===== src/rtl/decoder_scan_sequencer.sv =====
// decoder_scan_sequencer: round-robin select/enable driver for a one-hot decoder with blanking, dwell and channel mask.
// Optional `SCAN_ONESHOT_EN: stop in IDLE after each completed sweep instead of scanning continuously.
module decoder_scan_sequencer #(
  parameter int SEL_W = 3,
  parameter int DWELL = 4,
  parameter int BLANK = 1
) (
  input  logic                  clk,
  input  logic                  rst,
  input  logic                  start,
  input  logic                  stop,
  input  logic [2**SEL_W-1:0]   mask,
  output logic [SEL_W-1:0]      a,
  output logic                  enable,
  output logic                  busy,
  output logic                  frame_done
);
  localparam int N  = 2**SEL_W;
  localparam int MX = DWELL > BLANK ? DWELL : BLANK;
  localparam int CW = $clog2(MX + 1);
  typedef enum logic [1:0] {S_IDLE, S_GAP, S_DWELL} state_t;
  state_t          state;
  logic [CW-1:0]   cnt;
  logic [SEL_W-1:0] nxt, first;
  logic            all_masked, wrap;
  // Descending loops so the smallest offset / index wins; offset N lands back on a itself.
  always_comb begin
    nxt   = a;
    first = '0;
    for (int i = N; i >= 1; i--)
      if (!mask[SEL_W'(a + SEL_W'(i))]) nxt = SEL_W'(a + SEL_W'(i));
    for (int i = N - 1; i >= 0; i--)
      if (!mask[i]) first = SEL_W'(i);
  end
  assign all_masked = &mask;
  assign wrap       = nxt <= a;
  always_ff @(posedge clk or posedge rst) begin
    if (rst) begin
      state      <= S_IDLE;
      cnt        <= '0;
      a          <= '0;
      enable     <= 1'b0;
      busy       <= 1'b0;
      frame_done <= 1'b0;
    end else begin
      frame_done <= 1'b0;
      if (stop) begin
        state  <= S_IDLE;
        cnt    <= '0;
        enable <= 1'b0;
        busy   <= 1'b0;
      end else begin
        case (state)
          S_IDLE:
            if (start && !all_masked) begin
              a      <= first;
              busy   <= 1'b1;
              cnt    <= '0;
              state  <= BLANK > 0 ? S_GAP : S_DWELL;
              enable <= BLANK == 0;
            end
          S_GAP:
            if (cnt == CW'(BLANK - 1)) begin
              cnt    <= '0;
              state  <= S_DWELL;
              enable <= 1'b1;
            end else cnt <= cnt + 1'b1;
          S_DWELL:
            if (cnt == CW'(DWELL - 1)) begin
              cnt <= '0;
              if (all_masked) begin
                state  <= S_IDLE;
                enable <= 1'b0;
                busy   <= 1'b0;
              end else begin
                a          <= nxt;
                frame_done <= wrap;
`ifdef SCAN_ONESHOT_EN
                if (wrap) begin
                  state  <= S_IDLE;
                  enable <= 1'b0;
                  busy   <= 1'b0;
                end else begin
                  state  <= BLANK > 0 ? S_GAP : S_DWELL;
                  enable <= BLANK == 0;
                end
`else
                state  <= BLANK > 0 ? S_GAP : S_DWELL;
                enable <= BLANK == 0;
`endif
              end
            end else cnt <= cnt + 1'b1;
          default: state <= S_IDLE;
        endcase
      end
    end
  end
endmodule


===== config.mk =====
export PLATFORM = sky130hd
export DESIGN_NAME = decoder_scan_sequencer
export DESIGN_NICKNAME = d
export VERILOG_FILES = /design/src/rtl/decoder_scan_sequencer.sv
export SDC_FILE = /design/constraint.sdc
export NUM_CORES = 1
export LEC_CHECK = 0
export CAP_MARGIN = 20
export CORE_ASPECT_RATIO = 1.75
export CORE_MARGIN = 5
export CORE_UTILIZATION = 25
export CTS_BUF_LIST = sky130_fd_sc_hd__clkbuf_4 sky130_fd_sc_hd__clkbuf_8
export CTS_CLUSTER_DIAMETER = 80
export DETAILED_ROUTE_END_ITERATION = 16
export MAX_ROUTING_LAYER = met4
export SLEW_MARGIN = 20
export SYNTH_ARGS = -nofsm -noshare
export SYNTH_HDL_FRONTEND = slang
export SYNTH_SLANG_ARGS = --single-unit

===== constraint.sdc =====
create_clock -name clk -period 5.5 [get_ports clk]
set_input_delay 1.1 -clock clk [delete_from_list [all_inputs] [get_ports clk]]
set_output_delay 1.1 -clock clk [all_outputs]
set_load 0.05 [all_outputs]

==> key figures, run 1 <==
Outcome
  • Status: complete, no violations

Placed design
  • Hpwl dp: 3287 µm
  • Pre-CTS WS: 1.585 ns
  • Gpl congestion: 0.8720
  • Placed instance area: 1838 µm²
  • Port bufs: 17

Detailed routing
  • Routed via count: 1,458
  • Detailed-route DRC error count: 0
  • Final WL: 4356 µm
  • Iteration-0 DRC Markers: 107
  • Wire per inst: 16.07 µm
  • Vias per std cell: 5.380
  • Antenna Nets Post-Route: 0
  • Drt pass-1 iters: 4

STA
  • Final Hold Viols: 0
  • RSZ-0062 raised after global routing: false
  • Actual slew at the worst max-slew pin: 0.8803 ns
  • Period utilization: 69.34%
  • Fmax: 262.2 MHz
  • Setup TNS: 0 ns
  • Final Critical Period: 3.814 ns
  • Max transition margin: 41.31%
  • Clk_skew: 0.003610 ns
  • Fin. max-slew vios: 0
  • Final WS setup: 1.686 ns
  • Final setup fails: 0

Clocking
  • Clock-pin slew on the worst setup and hold paths: 0.05 ns
  • Cts repair resizes: 0
  • Clk_lat worst skew: 0.25 ns
  • Clk root buf: clkbuf_8
  • Hold-fix buffers, CTS: 0
  • Postcts setup bufs: 0
  • H-tree depth: 1
  • Clock sink count: 11
  • CTS Buf Count: 3
  • CTS tree: yes
  • CTS Buffer Depth: 2

Logic synthesis
  • Async S/R FF share, synth: 100.0%
  • Cells after synthesis: 177
  • Synth Net Count: 203
  • Dominant synthesized flop cell: dfrtp_1
  • Post-synth EDFFs: 0
  • Register bit total from synthesis: 11
  • Unique masters post-synth: 53
  • Top-count cell post-synth: inv_1
  • Biggest area consumer among synthesized cells: dfrtp_1
  • Synthesized cell area: 1609 µm²
  • Top post-synthesis cells by area: dfrtp_1, ha_1, mux4_2
  • Synth cell count leaders: inv_1, ha_1, nand2_1
  • Synth top area share: 17.11%
  • Sequential element share of the synthesized area: 17.11%
  • Synthesized area per cell: 9.091 µm²
  • Yosys Warn Count: 0

Run
  • Max_cap viols: 0

Power
  • Power, Total: 1.070 mW
  • Max VDD drop: 0.2424 mV
  • Pwr Density: 567.0 nW/µm²
  • Leakage: 0.7445 nW

Cells and area
  • Post-layout util: 30.29%
  • Post-route cell area: 1887 µm²
  • Multi-input gate area: 1225 µm²
  • Register area: 275.3 µm²
  • Antenna Cells: 0
  • Area growth, synth to finish: 17.26%
  • Layout cell share with drive strength beyond 1: 13.61%
  • Final net count: 218
  • Layout filler cell count: 659

Critical path
  • CP endpoint kind: register
  • Slowest cell on the critical path: dfrtp_1
  • Most used cell, CP: ha_1
  • Maximum fanout along the worst path: 21
  • Worst setup path class: reg -> reg
  • CP top delay family: flip-flops
  • Buffer and inverter count on the worst path: 1
  • Worst Setup Start Kind: register
  • Req. time, crit path: 5.68 ns
  • Worst-path cell chain: inv_1 -> ha_1 -> mux4_2 -> mux2i_1 -> a21boi_0 -> o22a_1 -> a21oi_2 -> ha_1 -> a21o_1 -> a21oi_1 -> a31oi_1 -> nor2_1
  • Slowest stage delay, CP: 0.91 ns
  • Crit path DAT: 3.99 ns

Floorplan
  • Initial Util: 25.83%
  • Row count: 38
  • Core Area: 6228 µm²
  • Die width: 70.65 µm
  • # IOs: 18
  • Die Y: 116.1 µm
  • Die area: 8204 µm²

Global routing
  • First-pass GRT wire length: 6996 µm
  • Number of global-route vias before repair: 1,480
  • GRT overflow: 0
  • GR Util All Layers: 10.94%
  • Initial antenna violation count: 0
  • Largest net degree at the start of global routing: 22

Worst hold path
  • Worst Hold Class: reg -> reg
-- final timing paths --
kind	from	end	slack [ns]	cells past startpoint
min reg2reg	cnt[1]	cnt[1]	0.50	2
min	cnt[1]	cnt[1]	0.50	2
max in group asynchronous	rst	enable	4.04	2
max	a[0]	frame_done	1.69	12
min in group asynchronous	rst	a[1]	1.15	2
max reg2reg	a[0]	frame_done	1.69	12
-- registers in the layout, summed over array words and instances, names as in the netlist --
name,cells
a,3
busy,1
cnt,3
enable,1
frame_done,1
state,2
-- cell families (layout without fill, tap and decap cells) --
group,after synthesis,count (layout),share of synthesized area [%]
compound gates,52,52,23.49
xor+xnor,4,4,2.178
fa+ha+maj,14,14,10.89
buf+inv,25,39,6.765
flops,11,11,17.11
mux,27,27,25.04
simple gates,44,44,14.54
-- cell type report --
class / count / area share [%]
clock buffer: 4 / 2.586
inverter: 18 / 3.581
sequential: 11 / 14.59
multi-input combinational: 141 / 64.92
tap: 80 / 5.305
timing repair buffer: 17 / 9.019
-- layer usage --
layer / global-route usage (%) / routed length (µm) / vias up / part of all wire (%)
met5: - / 0 / - / 0
met4: 5.144 / 136 / 0 / 3.1
met3: 1.120 / 126 / 11 / 2.9
met2: 20.59 / 2304 / 38 / 53
met1: 11.25 / 1788 / 709 / 41
li1: - / - / 700 / -
-- through the flow --
step           cells  hold WS (ns)
2_1_floorplan    177        0.4649
3_3_place_gp     267        0.4933
3_5_place_dp     267        0.4948
4_1_cts          271        0.5058
5_1_grt          271        0.5665
6_report         271        0.5044
-- power breakdown --
group | switching [mW] | internal, mW
logic | 0.434 | 0.370
registers | 0.0738 | 0.101
clock network | 0.0343 | 0.0562
-- worst min-delay path: cells and delay by family, from the launching register on --
family | cells | cell delay [ns]
flops | 1 | 0.36
simple gates | 2 | 0.11
-- cell usage in the layout (no fill, tap or decap), types with 3 or more instances in the layout --
| cell | n |
|---|---|
| a21oi_1 | 12 |
| a31oi_1 | 3 |
| clkbuf_8 | 3 |
| clkdlybuf4s50_1 | 17 |
| dfrtp_1 | 11 |
| ha_1 | 14 |
| inv_1 | 18 |
| mux2_2 | 7 |
| mux2i_1 | 10 |
| mux4_2 | 7 |
| nand2_1 | 13 |
| nand3_1 | 8 |
| nor2_1 | 5 |
| nor3_1 | 3 |
| o21ai_0 | 9 |
| o22a_1 | 3 |
No activity file was read; power rests on OpenSTA's default activity.
==> inputs of run 2 (changes only) <==
==> constraint.sdc (replaced) <==
create_clock -name clk -period 3.9 [get_ports clk]
set_input_delay 0.78 -clock clk [delete_from_list [all_inputs] [get_ports clk]]
set_output_delay 0.78 -clock clk [all_outputs]
set_load 0.05 [all_outputs]
==> key figures, run 2 (synthesis gave the netlist of run 1 again) <==
Detailed routing
  • Routed via count: 1,472 (+0.96%)
  • Detailed-route DRC error count: 0 (unchanged)
  • Wire per inst: 15.69 µm (-2.4%)
  • Final WL: 4283 µm (-1.7%)
  • Iteration-0 DRC Markers: 168 (+57%)
  • Drt pass-1 iters: 4 (unchanged)
  • Vias per std cell: 5.392 (+0.22%)
  • Antenna Nets Post-Route: 0 (unchanged)

STA
  • RSZ-0062 raised after global routing: false
  • Setup TNS: 0 ns (unchanged)
  • Fmax: 289.8 MHz
  • Final Hold Viols: 0 (unchanged)
  • Final Critical Period: 3.450 ns
  • Fin. max-slew vios: 0 (unchanged)
  • Actual slew at the worst max-slew pin: 0.6513 ns (-0.2290 ns)
  • Period utilization: 88.47%
  • Final setup fails: 0 (unchanged)
  • Max transition margin: 56.58% (+15 points)
  • Final WS setup: 0.4498 ns (-1.236 ns)
  • Clk_skew: 0.002456 ns (-0.001154 ns)

Cells and area
  • Layout cell share with drive strength beyond 1: 14.51% (+0.90 points)
  • Final net count: 220 (+0.92%)
  • Post-layout util: 30.53% (+0.24 points)
  • Top flop regs: a: 3 flops, cnt: 3 flops, state: 2 flops
  • Register area: 275.3 µm² (unchanged)
  • Most frequent cells in the layout: inv_1, clkdlybuf4s50_1, ha_1
  • Multi-input gate area: 1225 µm² (unchanged)
  • Area growth, synth to finish: 18.20%
  • Most common cell after layout, fill and taps aside: inv_1
  • Layout filler cell count: 665 (+0.91%)
  • Antenna Cells: 0 (unchanged)

Critical path
  • Req. time, crit path: 4.08 ns (-1.60 ns)
  • Crit path DAT: 3.63 ns (-0.36 ns)
  • Slowest cell on the critical path: mux4_2
  • Maximum fanout along the worst path: 10 (-52%)
  • Worst-path cell chain: clkdlybuf4s50_1 -> mux4_2 -> mux2i_1 -> a21boi_0 -> o22a_1 -> a21oi_2 -> ha_1 -> a21o_1 -> a21oi_1 -> a31oi_1 -> nor2_1
  • Worst Setup Start Kind: input port
  • CP endpoint kind: register
  • Buffer and inverter count on the worst path: 1 (unchanged)
  • CP top delay family: multiplexers
  • Worst setup path class: in -> reg
  • Slowest stage delay, CP: 0.61 ns (-0.30 ns)

Global routing
  • Number of global-route vias before repair: 1,465 (-1.0%)
  • GR Util All Layers: 10.59% (-0.35 points)
  • GRT overflow: 0 (unchanged)
  • Largest net degree at the start of global routing: 21 (-4.5%)
  • First-pass GRT wire length: 6893 µm (-1.5%)
  • Initial antenna violation count: 0 (unchanged)

Clocking
  • H-tree depth: 1 (unchanged)
  • Postcts setup bufs: 0 (unchanged)
  • Clock sink count: 11 (unchanged)
  • Hold-fix buffers, CTS: 0 (unchanged)
  • Clk root buf: clkbuf_8
  • CTS Buf Count: 3 (unchanged)
  • CTS tree: yes
  • CTS Buffer Depth: 2 (unchanged)
  • Clk_lat worst skew: 0.25 ns (about the same)
  • Clock-pin slew on the worst setup and hold paths: 0.06 ns (about the same)
  • Cts repair resizes: 0 (unchanged)

Placed design
  • Pre-CTS WS: 0.2464 ns (-1.339 ns)
  • Port bufs: 17 (unchanged)
  • Gpl congestion: 0.8298 (-4.8%)
  • Hpwl dp: 3179 µm (-3.3%)

Floorplan
  • Die Y: 116.1 µm (unchanged)
  • Die area: 8204 µm² (unchanged)
  • Die width: 70.65 µm (unchanged)
  • Row count: 38 (unchanged)
  • Core Area: 6228 µm² (unchanged)
  • # IOs: 18 (unchanged)
  • Initial Util: 25.83% (unchanged)

Worst hold path
  • Worst Hold Class: reg -> reg

Power
  • Leakage: 0.7548 nW (+1.4%)
  • Max VDD drop: 0.3331 mV (+37%)
  • Power, Total: 1.525 mW (+43%)
  • Pwr Density: 801.9 nW/µm² (+41%)

Run
  • Max_cap viols: 0 (unchanged)

Outcome
  • Status: complete, no violations
-- run 2: tightest hold or removal path, cell delays in order, from the launching register on --
cell     delay, ns
dfrtp_1       0.34
a21oi_1       0.06
nor2_1        0.08
-- run 2: where the power goes --
group	total, mW	switching (mW)	internal (mW)
Combinational	1.20	0.670	0.529
Clock	0.130	0.0504	0.0793
Sequential	0.196	0.0524	0.144
Total	1.53	0.773	0.752
-- run 2: layout make-up --
class	instances	share of cell area (%)
Tap cell	80	5.263
Inverter	18	3.553
Sequential cell	11	14.47
Multi-Input combinational cell	141	64.41
Clock buffer	4	2.566
Timing Repair Buffer	19	9.737
-- run 2: final timing paths --
check	depth (start not counted)	slack, ns	end	from
setup / recovery	11	0.45	frame_done	mask[4]
hold / removal	2	0.52	busy	busy
setup reg to reg	12	0.55	frame_done	a[1]
hold reg to reg	2	0.52	busy	busy
max in group asynchronous	2	2.74	a[1]	rst
min in group asynchronous	2	0.84	state[1]	rst
-- run 2: metal layers --
metal	share of wire, %	GRT usage [%]	up-vias
met5	0	-	-
met4	4.6	5.772	0
met3	4.4	1.378	19
met2	51	18.65	45
met1	40	11.46	706
li1	-	-	702
-- run 2: metrics by stage --
| stage | instance area [µm²] | hold slack, ns | cells |
|---|---|---|---|
| 2_1_floorplan | 1609 | 0.4649 | 177 |
| 3_3_place_gp | 1853 | 0.4913 | 269 |
| 3_5_place_dp | 1853 | 0.5009 | 269 |
| 4_1_cts | 1902 | 0.5133 | 273 |
| 5_1_grt | 1902 | 0.5501 | 273 |
| 6_report | 1902 | 0.5179 | 273 |
